===== src/rtl/tree_pkg.sv =====
`default_nettype none
// ============================================================================
//  Module      : tree_pkg
//  Description : Shared widths, loader state encoding and the beat-insert
//                helper used by the decision-tree feature loader.
//  Revision    : 1.0  initial release
// ============================================================================
package tree_pkg;

  // Feature vector width; must equal the tree input width.
  localparam int FEAT_W   = 51;
  // Stream beat width.
  localparam int CHUNK_W  = 8;
  // Beats per frame, rounded up so the final partial beat is included.
  localparam int N_CHUNK  = (FEAT_W + CHUNK_W - 1) / CHUNK_W;
  // Beat counter width; must hold N_CHUNK so the post-frame value fits.
  localparam int CNT_W    = 3;
  // Settle counter width; covers SETTLE values 1..15.
  localparam int SETTLE_W = 4;

  // Loader state. Literals carry an ST_ prefix so they cannot collide with
  // the SETTLE parameter of the loader.
  typedef enum logic [1:0] {
    ST_LOAD   = 2'd0,
    ST_DROP   = 2'd1,
    ST_SETTLE = 2'd2,
    ST_OUT    = 2'd3
  } tree_ld_state_t;

  // Writes one beat into its slice of the feature vector. Bits of the beat
  // that would land above FEAT_W-1 simply have no destination, which gives
  // the truncation of the final partial beat for free.
  function automatic logic [FEAT_W-1:0] put_beat(
    input logic [FEAT_W-1:0]  feat,
    input logic [CHUNK_W-1:0] data,
    input logic [CNT_W-1:0]   idx
  );
    logic [FEAT_W-1:0] w_res;
    w_res = feat;
    for (int b = 0; b < FEAT_W; b++) begin
      if ((b / CHUNK_W) == int'(idx)) begin
        w_res[b] = data[b % CHUNK_W];
      end
    end
    return w_res;
  endfunction

endpackage : tree_pkg
`default_nettype wire


===== src/rtl/tree_settle_cnt.sv =====
`default_nettype none
// ============================================================================
//  Module      : tree_settle_cnt
//  Description : Loadable down-counter with a zero flag; times how long the
//                tree output is allowed to settle before it is sampled.
//  Revision    : 1.0  initial release
// ============================================================================
module tree_settle_cnt
  import tree_pkg::*;
(
  input  logic                clk,
  input  logic                rst_n,
  input  logic                i_load,
  input  logic [SETTLE_W-1:0] i_load_val,
  input  logic                i_dec,
  output logic                o_zero
);

  logic [SETTLE_W-1:0] r_cnt;

  // Load takes priority over decrement; the count saturates at zero.
  always_ff @(posedge clk) begin
    if (!rst_n) begin
      r_cnt <= '0;
    end else if (i_load) begin
      r_cnt <= i_load_val;
    end else if (i_dec && (r_cnt != '0)) begin
      r_cnt <= r_cnt - 1'b1;
    end
  end

  assign o_zero = (r_cnt == '0);

endmodule : tree_settle_cnt
`default_nettype wire


===== src/rtl/tree_feature_loader.sv =====
`default_nettype none
// ============================================================================
//  Module      : tree_feature_loader
//  Description : Assembles a byte-serial feature stream into the 51-bit tree
//                input, waits SETTLE cycles, captures the 1-bit class and
//                returns it on a valid/ready result channel.
//  Revision    : 1.0  initial release
// ============================================================================
module tree_feature_loader
  import tree_pkg::*;
#(
  // Cycles between vector completion and result sampling, 1..15.
  parameter int SETTLE = 1
) (
  input  logic               clk,
  input  logic               rst_n,
  input  logic               s_valid,
  output logic               s_ready,
  input  logic [CHUNK_W-1:0] s_data,
  input  logic               s_last,
  output logic [FEAT_W-1:0]  feat_o,
  input  logic               class_i,
  output logic               m_valid,
  input  logic               m_ready,
  output logic               m_class,
  output logic               err_len
);

  localparam logic [SETTLE_W-1:0] c_SETTLE_VAL = SETTLE_W'(SETTLE);
  localparam logic [CNT_W-1:0]    c_LAST_BEAT  = CNT_W'(N_CHUNK - 1);

  tree_ld_state_t    r_state;
  tree_ld_state_t    w_state_nxt;
  logic [CNT_W-1:0]  r_cnt;
  logic [CNT_W-1:0]  w_cnt_nxt;
  logic [FEAT_W-1:0] r_feat;
  logic [FEAT_W-1:0] w_feat_nxt;
  logic              r_m_valid;
  logic              w_m_valid_nxt;
  logic              r_m_class;
  logic              w_m_class_nxt;
  logic              r_err_len;
  logic              w_err_len_nxt;
  logic              w_settle_load;
  logic              w_settle_dec;
  logic              w_settle_zero;
  logic              w_s_ready;
  logic              w_xfer;

  // Beats are only taken while assembling or flushing a bad frame, so a new
  // frame can never overlap a pending result.
  assign w_s_ready = (r_state == ST_LOAD) || (r_state == ST_DROP);
  assign w_xfer    = s_valid && w_s_ready;

  tree_settle_cnt u_settle_cnt (
    .clk        (clk),
    .rst_n      (rst_n),
    .i_load     (w_settle_load),
    .i_load_val (c_SETTLE_VAL),
    .i_dec      (w_settle_dec),
    .o_zero     (w_settle_zero)
  );

  // State register.
  always_ff @(posedge clk) begin
    if (!rst_n) begin
      r_state <= ST_LOAD;
    end else begin
      r_state <= w_state_nxt;
    end
  end

  // Datapath registers: beat count, feature vector, result and error pulse.
  always_ff @(posedge clk) begin
    if (!rst_n) begin
      r_cnt     <= '0;
      r_feat    <= '0;
      r_m_valid <= 1'b0;
      r_m_class <= 1'b0;
      r_err_len <= 1'b0;
    end else begin
      r_cnt     <= w_cnt_nxt;
      r_feat    <= w_feat_nxt;
      r_m_valid <= w_m_valid_nxt;
      r_m_class <= w_m_class_nxt;
      r_err_len <= w_err_len_nxt;
    end
  end

  // Next-state and datapath update; everything holds unless a case says so.
  always_comb begin
    w_state_nxt   = r_state;
    w_cnt_nxt     = r_cnt;
    w_feat_nxt    = r_feat;
    w_m_valid_nxt = r_m_valid;
    w_m_class_nxt = r_m_class;
    w_err_len_nxt = 1'b0;
    w_settle_load = 1'b0;
    w_settle_dec  = 1'b0;

    case (r_state)
      ST_LOAD: begin
        if (w_xfer) begin
          if (r_cnt == c_LAST_BEAT) begin
            w_feat_nxt = put_beat(r_feat, s_data, r_cnt);
            w_cnt_nxt  = r_cnt + 1'b1;
            if (s_last) begin
              w_state_nxt   = ST_SETTLE;
              w_settle_load = 1'b1;
            end else begin
              // Frame too long: flag it now and flush the remainder.
              w_err_len_nxt = 1'b1;
              w_state_nxt   = ST_DROP;
            end
          end else if (s_last) begin
            // Frame too short: throw the partial vector away and restart.
            w_err_len_nxt = 1'b1;
            w_cnt_nxt     = '0;
            w_feat_nxt    = '0;
          end else begin
            w_feat_nxt = put_beat(r_feat, s_data, r_cnt);
            w_cnt_nxt  = r_cnt + 1'b1;
          end
        end
      end

      ST_DROP: begin
        if (w_xfer && s_last) begin
          w_cnt_nxt   = '0;
          w_feat_nxt  = '0;
          w_state_nxt = ST_LOAD;
        end
      end

      ST_SETTLE: begin
        if (w_settle_zero) begin
          w_m_class_nxt = class_i;
          w_m_valid_nxt = 1'b1;
          w_state_nxt   = ST_OUT;
        end else begin
          w_settle_dec = 1'b1;
        end
      end

      ST_OUT: begin
        if (r_m_valid && m_ready) begin
          w_m_valid_nxt = 1'b0;
          w_cnt_nxt     = '0;
          w_feat_nxt    = '0;
          w_state_nxt   = ST_LOAD;
        end
      end

      default: begin
        w_state_nxt = ST_LOAD;
      end
    endcase
  end

  assign s_ready = w_s_ready;
  assign feat_o  = r_feat;
  assign m_valid = r_m_valid;
  assign m_class = r_m_class;
  assign err_len = r_err_len;

endmodule : tree_feature_loader
`default_nettype wire


===== config.mk =====
export PLATFORM = sky130hd
export DESIGN_NAME = tree_feature_loader
export DESIGN_NICKNAME = d
export VERILOG_FILES = /design/src/rtl/tree_pkg.sv /design/src/rtl/tree_settle_cnt.sv /design/src/rtl/tree_feature_loader.sv
export SDC_FILE = /design/constraint.sdc
export NUM_CORES = 1
export LEC_CHECK = 0
export CAP_MARGIN = 20
export CORE_UTILIZATION = 51
export CTS_CLUSTER_SIZE = 20
export DETAILED_ROUTE_END_ITERATION = 10
export GPL_ROUTABILITY_DRIVEN = 1
export GPL_TIMING_DRIVEN = 1
export HOLD_SLACK_MARGIN = 0.03
export PLACE_DENSITY = 0.93
export SETUP_SLACK_MARGIN = 0.3
export SYNTH_ARGS = -nofsm -noshare
export SYNTH_HDL_FRONTEND = slang
export SYNTH_HIERARCHICAL = 1
export SYNTH_SLANG_ARGS = --single-unit

===== constraint.sdc =====
create_clock -name clk -period 5.05 [get_ports clk]
set_clock_uncertainty 0.05 [all_clocks]
set_input_delay 0.505 -clock clk [delete_from_list [all_inputs] [get_ports clk]]
set_output_delay 0.505 -clock clk [all_outputs]
set_load 0.01 [all_outputs]

==> flow_summary.yaml, run 1 <==
setup_path:
  criticalPathCategory: "input port to flip-flop"
  endpoint: "feat_o[37]"
  required_ps: 5280
  crit_fanout: 14
  crit_chain: "clkdlybuf4s50_1 -> and2b_1 -> o21ai_4 -> and4_1 -> a32o_1"
  startpoint: "s_last"
  cp.arrival_ps: 2620
  reg2reg_depth: 8
  endpoint_kind: "flip-flop"
  max_stage_delay_ps: 720
  reg2reg_from: "u_settle_cnt/r_cnt[0]"
  rrSetupSlack_ps: 2660
  startpoint_type: "input port"
  worstReg2RegEnd: "u_settle_cnt/r_cnt[3]"
  slowest_stage: "clkdlybuf4s50_1"
synthesis:
  async_flop_share_pct: 0
  synth_edf_count: 0
  ys_types: 46
  synth_seq_cells: 63
  yosys_warnings: 6
  synth_flop_cell: "dfxtp_1"
  synth_seq_area_share_pct: 49.4
  syn_inst: 256
  netlist_area_sq_um: 2550
  syn-mean-instance-area_sq_um: 9.97
drt:
  wl_um: 6500
  wl_per_cell_um: 16.3
  first_pass_iters: 5
  vias_per_cell: 5.83
  vias: 2330
  drt_iter0_drc: 157
  drcViolationCount: 0
  ant_nets: 0
clock_tree:
  clk_path_buf_depth: 2
  cts_sinks: 63
  postCtsHoldBufs: 0
  cts_buffers: 9
  cts-htree-levels: 3
  clkLatencyLatePin_ps: 340
  clock-root-buffer: "clkbuf_8"
  cts_tree: "done"
  cts_setup_buffers: 0
  cts_resized: 0
  clkTransAtPathRegs_ps: 80
timing:
  slew_headroom_pct: 55.7
  fmax_mhz: 419
  finalHoldViolCount: 0
  worst_pin_slew_ps: 664
  maxSlewViolCount: 0
  setup_viol: 0
  timing.final.crit_share_pct: 47.3
  rsz0062_at_grt: "false"
  tns_ps: 0
  fin_crit_ps: 2390
  fin_ws_ps: 2660
power_and_ir_drop:
  leakage_uw: 0.00119
  powerDensity_nw_per_um2: 279
  ir_drop_mv: 0.191
global_routing:
  grt_overflow: 0
  antenna_found_initial: 0
  grt_pass1_wl_um: 10400
  grt_max_degree: 30
  grt_pass1_vias: 2164
  grt_util_all_layers_pct: 25.8
placement:
  io_buffer_count: 68
  hpwlAfterDp_um: 4370
  gp_congestion: 0.887
  dp_slack_ps: 2330
floorplan:
  core_sq_um: 4750
  rows: 25
  start_util_pct: 53.7
  die_area_sq_um: 5290
  die_h_um: 72.7
  die_w_um: 72.7
  ios: 69
final_layout:
  fin_util_pct: 72.4
  layout_common_cells: "clkdlybuf4s50_1 (68), dfxtp_1 (63), nand2_1 (38), o2bb2ai_1 (21), o22ai_1 (19)"
  antenna-diode-count: 0
  final_common_cell: "clkdlybuf4s50_1"
  fin_nets: 349
  drive_gt1_share_pct: 10.5
  syn2layout_area_growth_pct: 35.0
hold_path:
  hold_class: "flip-flop to flip-flop"
outcome:
  outcome: "completed"
flow_run:
  drv_cap: 0
sequential cells by signal (all words and copies together), names as in the netlist:
register            count
r_cnt                   3
m_class                 1
feat_o                 51
u_settle_cnt/r_cnt      4
m_valid                 1
err_len                 1
r_state                 2
critical path: cells and delay by family:
family                 cells  cell delay (ps)
AND/OR/NAND/NOR            2              750
buffers and inverters      1              720
AO/OA/AOI/OAI              2              640
synthesized netlist by cell type, types with 2 or more instances:
library cell,instances,area [sq um]
inv_1,12,45.0
ha_1,7,87.6
nor3_1,4,20.0
buf_2,3,15.0
buf_4,3,22.5
and4_1,3,26.3
o21ai_0,2,10.0
o2bb2ai_1,21,184
clkbuf_1,3,11.3
mux2i_1,2,20.0
nand3_2,3,30.0
a21oi_2,3,26.3
a21oi_1,14,70.1
nand2b_1,2,12.5
o22ai_1,19,119
conb_1,2,7.51
nand4_1,2,12.5
a32o_1,8,80.1
a2bb2o_1,3,30.0
a311oi_1,2,17.5
nor2_1,8,30.0
dfxtp_1,63,1260
nand3_1,7,35.0
nand2_1,38,143
metal layers:
layer | wire length (um) | vias to the layer above | track usage [%]
li1 | - | 1093 | -
met1 | 2750 | 1131 | 32.9
met2 | 3190 | 92 | 41.6
met3 | 420 | 14 | 5.11
met4 | 142 | 0 | 13.3
met5 | 0 | - | 0
kinds of logic after synthesis:
family | Yosys count | share of synthesized area (%)
buf+inv | 24 | 4.46
mux | 2 | 0.785
compound gates | 82 | 25.7
other cells | 2 | 0.294
simple gates | 76 | 15.8
flops | 63 | 49.4
fa+ha+maj | 7 | 3.43
metrics by stage:
step	total power (uW)	cells	instance area, sq um	hold slack (ps)
finish	960	400	3440	414
global route	995	400	3440	432
CTS	957	400	3440	410
detailed placement	584	384	3270	397
global placement	582	384	3270	398
floorplan	554	258	2560	415
final cells by class:
class	count	area, sq um
Sequential cell	63	1260
Clock inverter	7	48.8
Multi-Input combinational cell	171	1180
Inverter	14	53.8
Fill cell	342	1310
Tap cell	67	83.8
Timing Repair Buffer	69	688
Clock buffer	9	124
power by group:
part	internal [uW]	leakage, uW	switching (uW)
registers	501	0.000508	2.89
logic	27.0	0.000599	43.2
clock network	177	0.0000776	208
total	705	0.00119	254
worst min path at each step:
stage               depth (start not counted)        from    endpoint  slack [ps]
global route                                2  feat_o[17]  feat_o[17]         430
CTS                                         2  feat_o[21]  feat_o[21]         410
finish                                      2  feat_o[21]  feat_o[21]         410
global placement                            2  feat_o[21]  feat_o[21]         400
floorplan                                   2    r_cnt[1]    r_cnt[1]         410
detailed placement                          1  feat_o[46]  feat_o[46]         400
No activity file was read; power rests on OpenSTA's default activity.
==> inputs of run 2 (changes only) <==
- CORE_UTILIZATION: 51 -> 43
- PLACE_DENSITY: 0.93 -> 0.84
- clock period: 5.05 -> 2.1 ns (I/O delays scaled with it)
==> flow_summary.yaml, run 2 (same netlist as run 1, synthesis figures left out) <==
floorplan:
  core_sq_um: 5610
  rows: 27
  die_area_sq_um: 6240
  die_w_um: 79.0
  ios: 69
  start_util_pct: 45.5
  die_h_um: 79.0
setup_path:
  slowest_stage: "dfxtp_4"
  criticalPathCategory: "flip-flop to flip-flop"
  startpoint: "u_settle_cnt/r_cnt[0]"
  crit_fanout: 5
  startpoint_type: "flip-flop"
  reg2reg_from: "u_settle_cnt/r_cnt[0]"
  crit_chain: "inv_2 -> ha_4 -> or3b_4 -> clkinv_4 -> nor3_4 -> nor4b_4 -> mux2i_1 -> a21oi_1"
  cp.arrival_ps: 1980
  endpoint_kind: "flip-flop"
  max_stage_delay_ps: 350
  required_ps: 2280
drt:
  vias_per_cell: 5.65
  first_pass_iters: 5
  wl_um: 6590
  ant_nets: 0
  vias: 2375
  drcViolationCount: 0
  wl_per_cell_um: 15.7
  drt_iter0_drc: 150
placement:
  io_buffer_count: 68
  gp_congestion: 0.826
  hpwlAfterDp_um: 4550
timing:
  setup_viol: 0
  fmax_mhz: 556
  whs_ps: 411
  fin_crit_ps: 1800
  timing.final.crit_share_pct: 85.7
  maxSlewViolCount: 0
  finalHoldViolCount: 0
  rsz0062_at_grt: "true"
  tns_ps: 0
hold_path:
  hold_class: "flip-flop to flip-flop"
  hp-start: "feat_o[22]"
power_and_ir_drop:
  ir_drop_mv: 0.341
  powerDensity_nw_per_um2: 642
  leakage_uw: 0.00130
final_layout:
  antenna-diode-count: 0
  syn2layout_area_growth_pct: 42.9
  drive_gt1_share_pct: 19.0
  fin_nets: 364
  layout_common_cells: "clkdlybuf4s50_1 (68), dfxtp_1 (60), nand2_1 (37), o2bb2ai_1 (21), o22ai_1 (19)"
  fin_util_pct: 65.0
  final_common_cell: "clkdlybuf4s50_1"
  num-fill-cells: 478
  largest_reg_flops: 51
global_routing:
  grt_overflow: 0
  grt_pass1_vias: 2157
  grt_max_degree: 28
  grt_util_all_layers_pct: 22.4
  antenna_found_initial: 0
  grt_pass1_wl_um: 10700
clock_tree:
  cts-htree-levels: 3
  clk_path_buf_depth: 2
  cts_tree: "done"
  clkLatencyLatePin_ps: 340
  clkTransAtPathRegs_ps: 70
  cts_buffers: 9
  cts_sinks: 63
  clock-root-buffer: "clkbuf_8"
outcome:
  outcome: "completed"
flow_run:
  drv_cap: 0
-- run 2: changes by cell type in the layout (fill, tap and decap cells not counted), sizes merged --
cell / change
buf: +15
clkinvlp: -2
inv: +2
-- run 2: final timing paths --
check	to	slack [ps]	cells past startpoint
setup / recovery	u_settle_cnt/r_cnt[3]	300	8
hold / removal	feat_o[22]	410	2
setup reg to reg	u_settle_cnt/r_cnt[3]	300	8
hold reg to reg	feat_o[22]	410	2
-- run 2: final cells by class --
type                    instances  area (sq um)  share of cell area [%]
well taps                      72          90.1                    2.47
clock buffers                   9           124                    3.40
multi-input cells             171          1250                    34.3
repair buffers                 84           801                    22.0
clock inverters                 7          55.1                    1.51
inverters                      14          57.6                    1.58
flip-flops and latches         63          1270                    34.8
-- run 2: critical path, delay by kind of cell, from the launching register on --
family                   cells  cell delay (ps)
AND/OR/NAND/NOR              3              750
flip-flops                   1              350
multiplexers                 1              200
adder cells (fa/ha/maj)      1              160
buffers and inverters        2              100
AO/OA/AOI/OAI                1               80
-- run 2: through the flow --
| step | instances | setup WS [ps] | cell area (sq um) | total power (uW) |
|---|---|---|---|---|
| finish | 420 | 301 | 3650 | 2340 |
| global route | 420 | 218 | 3650 | 2430 |
| CTS | 416 | 314 | 3580 | 2350 |
| detailed placement | 395 | 97.3 | 3350 | 1410 |
| global placement | 395 | 119 | 3350 | 1410 |
| floorplan | 258 | 292 | 2590 | 1330 |
-- run 2: timing repair --
| action | 4_1_cts | 5_1_grt |
|---|---|---|
| setup endpoints to repair | 16 | 22 |
| setup buffers | 5 | 4 |
| gates resized for setup | 7 | 8 |
| endpoints found under the hold margin | 0 | 0 |
| hold buffers | 0 | 0 |
| pin swaps | 2 | 4 |
-- run 2: power breakdown --
part | internal [uW] | total, uW | leakage [uW] | switching (uW)
combinational | 76.6 | 187 | 0.000699 | 110
sequential | 1200 | 1210 | 0.000510 | 7.30
clock | 439 | 944 | 0.0000866 | 505
-- run 2: per-layer routing --
layer / up-vias / GRT usage [%] / share of wire (%)
li1: 1120 / - / -
met1: 1143 / 29.5 / 45
met2: 105 / 35.2 / 47
met3: 7 / 5.29 / 7.0
met4: 0 / 9.09 / 1.1
met5: - / 0 / 0
==> inputs of run 3 (changes only) <==
- MAX_ROUTING_LAYER: unset -> met4
- SLEW_MARGIN: unset -> 40
==> flow_summary.yaml, run 3 (same netlist as run 1, synthesis figures left out) <==
global_routing:
  grt_pass1_vias: 2158
  grt_max_degree: 28
  grt_pass1_wl_um: 10700
  antenna_found_initial: 0
  grt_util_all_layers_pct: 23.0
  grt_overflow: 0
final_layout:
  largest_reg_flops: 51
  antenna-diode-count: 0
  final_common_cell: "clkdlybuf4s50_1"
  drive_gt1_share_pct: 19.2
  syn2layout_area_growth_pct: 43.3
  layout_common_cells: "clkdlybuf4s50_1 (68), dfxtp_1 (60), nand2_1 (37), o2bb2ai_1 (21), o22ai_1 (19)"
  fin_nets: 365
clock_tree:
  cts_sinks: 63
  clock-root-buffer: "clkbuf_8"
  cts_tree: "done"
  clkTransAtPathRegs_ps: 70
  clk_path_buf_depth: 2
  postCtsHoldBufs: 0
  cts-htree-levels: 3
  clkLatencyLatePin_ps: 330
  cts_buffers: 9
outcome:
  outcome: "completed"
placement:
  gp_congestion: 0.839
  io_buffer_count: 68
  hpwlAfterDp_um: 4550
drt:
  wl_per_cell_um: 15.7
  vias_per_cell: 5.59
  drt_iter0_drc: 146
  wl_um: 6590
  drcViolationCount: 0
  vias: 2353
  first_pass_iters: 4
  ant_nets: 0
floorplan:
  die_h_um: 79.0
  ios: 69
  die_area_sq_um: 6240
  core_sq_um: 5610
  rows: 27
  start_util_pct: 45.5
  die_w_um: 79.0
setup_path:
  required_ps: 2280
  startpoint_type: "flip-flop"
  rrSetupSlack_ps: 300
  crit_fanout: 5
  criticalPathCategory: "flip-flop to flip-flop"
  cp.arrival_ps: 1980
  startpoint: "u_settle_cnt/r_cnt[0]"
  endpoint_kind: "flip-flop"
  endpoint: "u_settle_cnt/r_cnt[3]"
  reg2reg_depth: 8
  reg2reg_from: "u_settle_cnt/r_cnt[0]"
  worstReg2RegEnd: "u_settle_cnt/r_cnt[3]"
power_and_ir_drop:
  leakage_uw: 0.00130
  total_power_uw: 2340
  ir_drop_mv: 0.344
  powerDensity_nw_per_um2: 641
timing:
  tns_ps: 0
  fmax_mhz: 555
  setup_viol: 0
  finalHoldViolCount: 0
  maxSlewViolCount: 0
  timing.final.crit_share_pct: 85.7
  rsz0062_at_grt: "true"
  fin_crit_ps: 1800
flow_run:
  drv_cap: 0
hold_path:
  hp-start: "feat_o[19]"
  hold_class: "flip-flop to flip-flop"
-- run 3: cell type report --
| cell class | count | area, sq um |
|---|---|---|
| clock buffer | 9 | 124 |
| sequential | 63 | 1270 |
| fill | 477 | 1950 |
| clock inverter | 7 | 55.1 |
| multi-input combinational | 171 | 1250 |
| tap | 72 | 90.1 |
| timing repair buffer | 85 | 808 |
| inverter | 14 | 60.1 |
-- run 3: routing by layer --
metal	vias to the layer above	track usage [%]	share of wire (%)
met2	95	35.2	46
met4	0	9.09	1.2
li1	1128	-	-
met5	-	-	0
met1	1121	29.4	46
met3	9	5.29	6.7
-- run 3: worst max-delay path, stage by stage, from the launching register on --
cell and delay, ps:
dfxtp_4 360, inv_4 40, ha_4 160, or3b_4 250, clkinv_4 50, nor3_4 250
nor4b_4 250, mux2i_1 200, a21oi_1 80
-- run 3: what timing repair did --
action	CTS	global route
cloned	0	0
resized for setup	7	9
setup buffers	5	5
endpoints found under the setup margin	16	22
pin swaps	2	5
-- run 3: worst min path at each step --
stage	end	slack [ps]	cells past startpoint
after floorplan	r_state[1]	280	1
after global placement	feat_o[18]	390	2
after detailed placement	feat_o[3]	400	1
after CTS	feat_o[22]	410	2
after global routing	feat_o[2]	440	1
final	feat_o[19]	410	2
-- run 3: through the flow --
stage	hold WS [ps]	worst slack [ps]	utilization, %	area, sq um	cells
finish	412	300	65.2	3660	421
global route	438	215	65.2	3660	421
CTS	412	314	63.9	3580	416
detailed placement	396	97.3	59.8	3350	395
global placement	395	119	59.8	3350	395
floorplan	281	292	-	2590	258
-- run 3: power breakdown --
group,leakage [uW],internal [uW],switching (uW)
clock network,0.0000866,439,506
registers,0.000510,1200,7.32
logic,0.000704,76.3,110
